`src/rtl/core_spi_slave.sv`:
```
// SPI responder: oversamples CSB/SCLK/MOSI, shifts MOSI into a frame buffer and MISO out of a
// transmit buffer latched at chip-select fall; all CPOL/CPHA modes, optional 3-wire turnaround.
module core_spi_slave #(
  parameter int W_DAT = 32,
  parameter int W_CNT = 8
) (
  input  logic             clk,
  input  logic             rst_n,
  input  logic             cpol,
  input  logic             cpha,
  input  logic [W_CNT-1:0] mosi_cnt,
  input  logic [W_DAT-1:0] dat_miso,
  output logic             f_start,
  output logic [W_DAT-1:0] dat_mosi,
  output logic [W_CNT-1:0] bit_rcv,
  output logic             f_rcv,
  output logic             miso_oe,
  input  logic             csb,
  input  logic             sclk,
  input  logic             mosi,
  output logic             miso
);

  typedef enum logic [1:0] {
    WAIT_IDLE = 2'd0,
    IDLE      = 2'd1,
    ACTIVE    = 2'd2
  } state_e;

  state_e state_q, state_d;

  logic csb_m_q, csb_s_q, csb_p_q;
  logic sclk_m_q, sclk_s_q, sclk_p_q;
  logic mosi_m_q, mosi_s_q;
  logic [1:0] warm_q, warm_d;

  logic             cpol_q, cpol_d;
  logic             cpha_q, cpha_d;
  logic [W_CNT-1:0] mcnt_q, mcnt_d;
  logic [W_DAT-1:0] txd_q, txd_d;
  logic [W_DAT-1:0] rxd_q, rxd_d;
  logic [W_CNT-1:0] cnt_q, cnt_d;
  logic             skip_q, skip_d;
  logic             oe_q, oe_d;
  logic             miso_q, miso_d;
  logic             fin_q, fin_d;
  logic [W_DAT-1:0] dat_mosi_q, dat_mosi_d;
  logic [W_CNT-1:0] bit_rcv_q, bit_rcv_d;
  logic             f_rcv_q, f_rcv_d;
  logic             f_start_q, f_start_d;

  logic csb_fall, csb_rise, lead, trail;
  logic start_frame, end_frame, sample_en, shift_edge;

  always_ff @(posedge clk or negedge rst_n) begin
    if (!rst_n) begin
      csb_m_q  <= 1'b1;
      csb_s_q  <= 1'b1;
      csb_p_q  <= 1'b1;
      sclk_m_q <= 1'b0;
      sclk_s_q <= 1'b0;
      sclk_p_q <= 1'b0;
      mosi_m_q <= 1'b0;
      mosi_s_q <= 1'b0;
    end else begin
      csb_m_q  <= csb;
      csb_s_q  <= csb_m_q;
      csb_p_q  <= csb_s_q;
      sclk_m_q <= sclk;
      sclk_s_q <= sclk_m_q;
      sclk_p_q <= sclk_s_q;
      mosi_m_q <= mosi;
      mosi_s_q <= mosi_m_q;
    end
  end

  assign csb_fall = csb_p_q & ~csb_s_q;
  assign csb_rise = ~csb_p_q & csb_s_q;
  assign lead     = (sclk_p_q == cpol_q) & (sclk_s_q != cpol_q);
  assign trail    = (sclk_p_q != cpol_q) & (sclk_s_q == cpol_q);

  // The synchronizers reset to "deselected"; wait until they carry real pin values so a
  // frame already running at reset release is not mistaken for idle.
  assign warm_d = (warm_q == 2'd2) ? warm_q : warm_q + 2'd1;

  always_ff @(posedge clk or negedge rst_n) begin
    if (!rst_n) begin
      state_q <= WAIT_IDLE;
      warm_q  <= 2'd0;
    end else begin
      state_q <= state_d;
      warm_q  <= warm_d;
    end
  end

  always_comb begin
    state_d = state_q;
    case (state_q)
      WAIT_IDLE: if (warm_q == 2'd2 && csb_s_q) state_d = IDLE;
      IDLE:      if (csb_fall) state_d = ACTIVE;
      ACTIVE:    if (csb_rise) state_d = IDLE;
      default:   state_d = WAIT_IDLE;
    endcase
  end

  always_comb begin
    start_frame = 1'b0;
    end_frame   = 1'b0;
    sample_en   = 1'b0;
    shift_edge  = 1'b0;
    case (state_q)
      IDLE:   start_frame = csb_fall;
      ACTIVE: begin
        end_frame  = csb_rise;
        sample_en  = ~csb_rise & (cpha_q ? trail : lead);
        shift_edge = ~csb_rise & (cpha_q ? lead : trail);
      end
      default: ;
    endcase
  end

  always_comb begin
    cpol_d     = cpol_q;
    cpha_d     = cpha_q;
    mcnt_d     = mcnt_q;
    txd_d      = txd_q;
    rxd_d      = rxd_q;
    cnt_d      = cnt_q;
    skip_d     = skip_q;
    oe_d       = oe_q;
    dat_mosi_d = dat_mosi_q;
    bit_rcv_d  = bit_rcv_q;
    f_start_d  = start_frame;
    fin_d      = end_frame;
    f_rcv_d    = fin_q;
    miso_d     = (state_q == ACTIVE) ? txd_q[W_DAT-1] : 1'b0;

    if (start_frame) begin
      cpol_d = cpol;
      cpha_d = cpha;
      mcnt_d = mosi_cnt;
      txd_d  = dat_miso;
      rxd_d  = '0;
      cnt_d  = '0;
      skip_d = cpha;
      oe_d   = &mosi_cnt;
    end else begin
      if (sample_en) begin
        rxd_d = {rxd_q[W_DAT-2:0], mosi_s_q};
        if (!(&cnt_q)) cnt_d = cnt_q + {{(W_CNT-1){1'b0}}, 1'b1};
      end
      // With CPHA=1 the first leading edge only marks the frame; MSB is already on the pin.
      if (shift_edge) begin
        skip_d = 1'b0;
        if (!skip_q) txd_d = txd_q << 1;
        if (cnt_q >= mcnt_q) oe_d = 1'b1;
      end
      if (end_frame) oe_d = 1'b0;
    end

    // Publishing one cycle after the state change lets a back-to-back frame clear rxd safely.
    if (fin_q) begin
      dat_mosi_d = rxd_q;
      bit_rcv_d  = cnt_q;
    end
  end

  always_ff @(posedge clk or negedge rst_n) begin
    if (!rst_n) begin
      cpol_q     <= 1'b0;
      cpha_q     <= 1'b0;
      mcnt_q     <= '0;
      txd_q      <= '0;
      rxd_q      <= '0;
      cnt_q      <= '0;
      skip_q     <= 1'b0;
      oe_q       <= 1'b0;
      miso_q     <= 1'b0;
      fin_q      <= 1'b0;
      dat_mosi_q <= '0;
      bit_rcv_q  <= '0;
      f_rcv_q    <= 1'b0;
      f_start_q  <= 1'b0;
    end else begin
      cpol_q     <= cpol_d;
      cpha_q     <= cpha_d;
      mcnt_q     <= mcnt_d;
      txd_q      <= txd_d;
      rxd_q      <= rxd_d;
      cnt_q      <= cnt_d;
      skip_q     <= skip_d;
      oe_q       <= oe_d;
      miso_q     <= miso_d;
      fin_q      <= fin_d;
      dat_mosi_q <= dat_mosi_d;
      bit_rcv_q  <= bit_rcv_d;
      f_rcv_q    <= f_rcv_d;
      f_start_q  <= f_start_d;
    end
  end

  assign f_start  = f_start_q;
  assign dat_mosi = dat_mosi_q;
  assign bit_rcv  = bit_rcv_q;
  assign f_rcv    = f_rcv_q;
  assign miso_oe  = oe_q;
  assign miso     = miso_q;

endmodule

```
`config.mk`:
```
export PLATFORM = sky130hd
export DESIGN_NAME = core_spi_slave
export DESIGN_NICKNAME = d
export VERILOG_FILES = /design/src/rtl/core_spi_slave.sv
export SDC_FILE = /design/constraint.sdc
export NUM_CORES = 1
export LEC_CHECK = 0
export CAP_MARGIN = 20
export CORE_ASPECT_RATIO = 1.75
export CORE_MARGIN = 2
export CORE_UTILIZATION = 48
export DETAILED_ROUTE_END_ITERATION = 8
export PLACE_DENSITY = 0.76
export SYNTH_ARGS = -nofsm -noshare
export SYNTH_HDL_FRONTEND = slang
export SYNTH_SLANG_ARGS = --single-unit
export TNS_END_PERCENT = 5
```
`constraint.sdc`:
```
create_clock -name clk -period 1.65 [get_ports clk]
set_clock_uncertainty 0.05 [all_clocks]
set_input_delay 0.33 -clock clk [delete_from_list [all_inputs] [get_ports clk]]
set_output_delay 0.33 -clock clk [all_outputs]
set_load 0.05 [all_outputs]
```
---- Word-level counts from Yosys, hierarchy flattened ----
Cells that the tools add are included.
word-level totals
  register bits ........................... 140
  word-level logic and storage cells ...... 85
  input port bits ......................... 47
operators by class
  $lt $le $gt $ge ......................... 1
  add/sub/neg operators ................... 2
  equality and inequality tests ........... 12
  bitwise logic cells ..................... 9
  multiplexer cells ....................... 25
  reductions and logical operators ........ 12
operators with widths
  operator             number
  $mux 32              5
  $mux 8               3
  $reduce_and 8->1     2
  $mux 1               13
  $add 8x1->8 const B  1
  $ge 8x8->1           1
  $ne 2x2->1 const B   4
  $and 1x1->1          6
  $mux 2               3
  $pmux 2 s3           1
  $reduce_and 2->1     3
  $reduce_bool 3->1    2
  $eq 2x2->1 const B   2
  $reduce_bool 2->1    2
  $not 1->1            3
  $reduce_and 3->1     1
  $add 2x1->2 const B  1
  $eq 1x1->1           2
  $eq 2x1->1 const B   1
  $logic_not 2->1      1
  $ne 1x1->1           2
  $ne 2x1->1 const B   1
  $logic_and 1x1->1    1

---- Longest topological paths before layout ----
  depth after elaboration ................. 8
  depth in mapped cells ................... 8
  depth with buffers taken out ............ 7

---- Worst setup path before layout ----
No wires, ideal clock.
  path kind ............................... reg-to-reg
  start ................................... register cpol_q
  end ..................................... register rxd_q[10]
  setup time .............................. 0.136 ns
  required time ........................... 1.464 ns
  stages on the path, launching flop included .. 8
  arrival ................................. 1.583 ns
  setup slack ............................. -0.120 ns
  path through ............................ dfrtp_1 -> xnor2_1 -> mux2_4 -> or2_1 -> buf_6 -> buf_6 -> nand2_1 -> a21oi_1
on the way
  word-level cells in the longest chain between the ends .. 6
  elaborated cells between the ends (all ways) .. 10
RTL lines
  element                                 line    source
  from (decl)                             37      logic cpol_q, cpol_d;
  from (signal assigned)                  185     cpol_q <= cpol_d;
  $eq 1x1->1 (tied with other cells)      79      assign lead = (sclk_p_q == cpol_q) & (sclk_s_q != cpol_q);
  $and 1x1->1 (on tied branches)          79, 80
  $mux 1 (*)                              115     sample_en = ~csb_rise & (cpha_q ? trail : lead);
  $and 1x1->1 (*)                         115
  $mux 1 (*)                              111     case (state_q)
  $reduce_bool 2->1 (no source line) (*)  n/a
  to (signal assigned)                    189     rxd_q <= rxd_d;
  to (decl)                               41      logic [W_DAT-1:0] rxd_q, rxd_d;
Mark *: on every way between the ends. The rest lies on a longest branch, timed or not.
A chain may end at the register's enable or synchronous reset.

---- Final worst setup path ----
  start ................................... register cpol_q
  end ..................................... register txd_q[16]
on the way
  word-level cells in the longest chain between the ends .. 7
  elaborated cells between the ends (all ways) .. 11
RTL lines
  element                                 line    source
  $ne 1x1->1 (tied with other cells)      80      assign trail = (sclk_p_q != cpol_q) & (sclk_s_q == cpol_q);
  $and 1x1->1 (on tied branches)          80, 79
  $mux 1 (*)                              116     shift_edge = ~csb_rise & (cpha_q ? lead : trail);
  $and 1x1->1 (*)                         116
  $mux 1 (*)                              111
  $reduce_bool 2->1 (no source line) (*)  n/a
  $reduce_and 2->1 (no source line) (*)   n/a
  to (signal assigned)                    188     txd_q <= txd_d;
  to (decl)                               40      logic [W_DAT-1:0] txd_q, txd_d;
Marks and branches as above.

==> results.ini <==
[run_status]
status=finished with violations
violations=negative setup slack

[grt]
grt_max_degree=50
grt_pass1_vias=4417
antenna_found_initial=0
grt_use_total=0.203
grt_first_pass_wirelength_microns=20400
grt-ovfl-total=0

[drt]
drt-initial-drc-count=212
vias=4319
route.detailed.drc=0
first_pass_iters=5
routedWlPerCell_microns=15.9
drt-vias-per-instance=5.53
wl_microns=12400
antenna_left=0

[synthesis]
ys_types=39
synthFlopType=dfrtp_1
synth_area_per_cell_sq_um=11.0
ys_async_sr_fraction=1.00
synthCells=520
synth_edf_count=0
synth.area.top_cells=dfrtp_1 60%, mux2_2 7.9%, nand2_1 5.9%
synth_largest_area_cell=dfrtp_1
ys.warnings.count=0
ys_seq_area_frac=0.614
syn_nets=577
ys_seq_elements=140
post_synth_instance_area_sq_um=5710
synth_top_area_frac=0.600

[finish]
layout_commonest_cell=dfrtp_1
mostFrequentLayoutCells=137 x dfrtp_1, 89 x nand2_1, 72 x nor2_1
nets=690
drive_gt1_frac=0.282
final.fill_count=803
fin_util=0.687
areaGrowthSynthToFinish_pct=39.2
n_antenna_cell=0

[sta]
period_share=1.10
final.setup.worst_slack_ns=-0.161
max_freq_mhz=552
finalSetupViolCount=72
worst_slew_pin_slew_ns=0.492
tns_ns=-7.03
rsz0062_at_grt=true
period_minus_slack_ns=1.81
relSlewSlack=0.670
hold_violations=0
drv_slew=0

[floorplan]
start_util=0.493
die_h_microns=148
num_rows=52
fp.dieW_microns=86.5
core-area_sq_um=11600
ios=91
dieArea_sq_um=12800

[cts]
cts_tree=done
clock_sinks=140
clockRootBuffer=clkbuf_16
clk_path_buf_depth=2
cts.reportedPaths.clkPinSlew_ns=0.06
cts_buffers=17
ctsHtreeMaxLevel=4
clk_latency_ns=0.41

[placement]
port_buffers=90
gp_congestion=0.819
hpwl_microns=8130

[worst_setup_path]
cp.required_ns=1.89
worstSetupPathType=reg -> reg
crit_path_end_kind=flip-flop
worstPathArrival_ns=2.05
critPathMaxFanout=16
startpoint_type=flip-flop

[pwr]
vdd_drop_max_v=0.000952
pwr_density_cell_nw_per_um2=1210
leakagePower_uw=0.00368

[worst_hold_path]
hold_path_class=in -> reg

[flow_run]
maxCapViolCount=0

==> critical path: stages (launching register included) <==
cell and delay (ns):
dfrtp_1 0.40, xnor2_2 0.24, mux2i_2 0.28, nand4_1 0.15, buf_6 0.16, clkbuf_16 0.18, o22ai_2 0.14, nor2_1 0.08
==> sequential cells by signal, summed over array words and instances (netlist names), 2 cells and up <==
register	cells
warm_q	2
rxd_q	32
state_q	2
mcnt_q	8
cnt_q	8
dat_mosi	32
txd_q	32
bit_rcv	8
==> synthesized netlist by cell type (6+ instances only) <==
cell type,n
dfrtp_1,137
nand2_1,89
nor2_1,73
mux2_2,40
a21oi_1,36
o22ai_1,32
buf_2,12
inv_1,12
ha_1,10
nand3_1,9
o21ai_0,8
xnor2_1,8
clkbuf_1,6
nand2b_1,6
==> cell type report <==
class,count,area (sq um),area share
clock buffers,24,492,0.0618
clock inverters,8,131,0.0165
inverters,13,51.3,0.00645
multi-input cells,339,2160,0.271
flip-flops and latches,140,3510,0.441
well taps,135,169,0.0212
repair buffers,122,1440,0.181
==> timing repair <==
action / in CTS / in global routing
resized for setup: 8 / 24
endpoints found under the hold margin: 20 / 0
hold buffers: 1 / 0
endpoints found under the setup margin: 81 / 81
pin swaps: 3 / 15
setup buffers: 0 / 2
cloned: 1 / 1
==> cells by family after synthesis <==
| kind of cell | count (synthesis) | synth area share |
|---|---|---|
| muxes | 43 | 0.0850 |
| adders and majority gates | 10 | 0.0219 |
| DFF | 140 | 0.614 |
| and+or+nand+nor | 194 | 0.145 |
| xor gates and xnor gates | 8 | 0.0123 |
| buffers and inverters | 41 | 0.0368 |
| AOI/OAI and AO/OA | 84 | 0.0852 |
==> final timing paths <==
path | cells after the start | slack, ns | from | end
max | 7 | -0.16 | cpol_q | txd_q[16]
min | 1 | 0.28 | csb | csb_m_q
max reg2reg | 7 | -0.16 | cpol_q | txd_q[16]
min reg2reg | 0 | 0.30 | mosi_m_q | mosi_s_q
max in group asynchronous | 3 | 0.63 | rst_n | csb_p_q
min in group asynchronous | 2 | 0.29 | rst_n | rxd_q[28]
==> report_power, final <==
part           internal, uW  leakage [uW]  switching [uW]  total [uW]
sequential             3930       0.00181             326        4260
clock                  2550      0.000297            1370        3920
combinational           704       0.00157             776        1480
total                  7190       0.00368            2470        9650
==> through the flow <==
step | hold WS (ns) | setup WS (ns) | cells | total power, uW | cell area (sq um)
floorplan | -0.0156 | -0.0758 | 520 | 5020 | 5720
global placement | 0.146 | -0.0936 | 744 | 5500 | 7080
detailed placement | 0.144 | -0.150 | 744 | 5590 | 7080
CTS | 0.260 | -0.115 | 778 | 9600 | 7780
global route | 0.260 | -0.250 | 781 | 10100 | 7950
finish | 0.276 | -0.161 | 781 | 9650 | 7950
==> metal layers <==
layer / share of wire / wire, microns / GRT usage / vias to the layer above
li1: - / - / - / 1983
met1: 0.39 / 4800 / 0.234 / 2141
met2: 0.54 / 6730 / 0.346 / 160
met3: 0.048 / 589 / 0.0572 / 35
met4: 0.022 / 274 / 0.0898 / 0
met5: 0 / 0 / 0 / -
No activity file was read; power rests on OpenSTA's default activity.
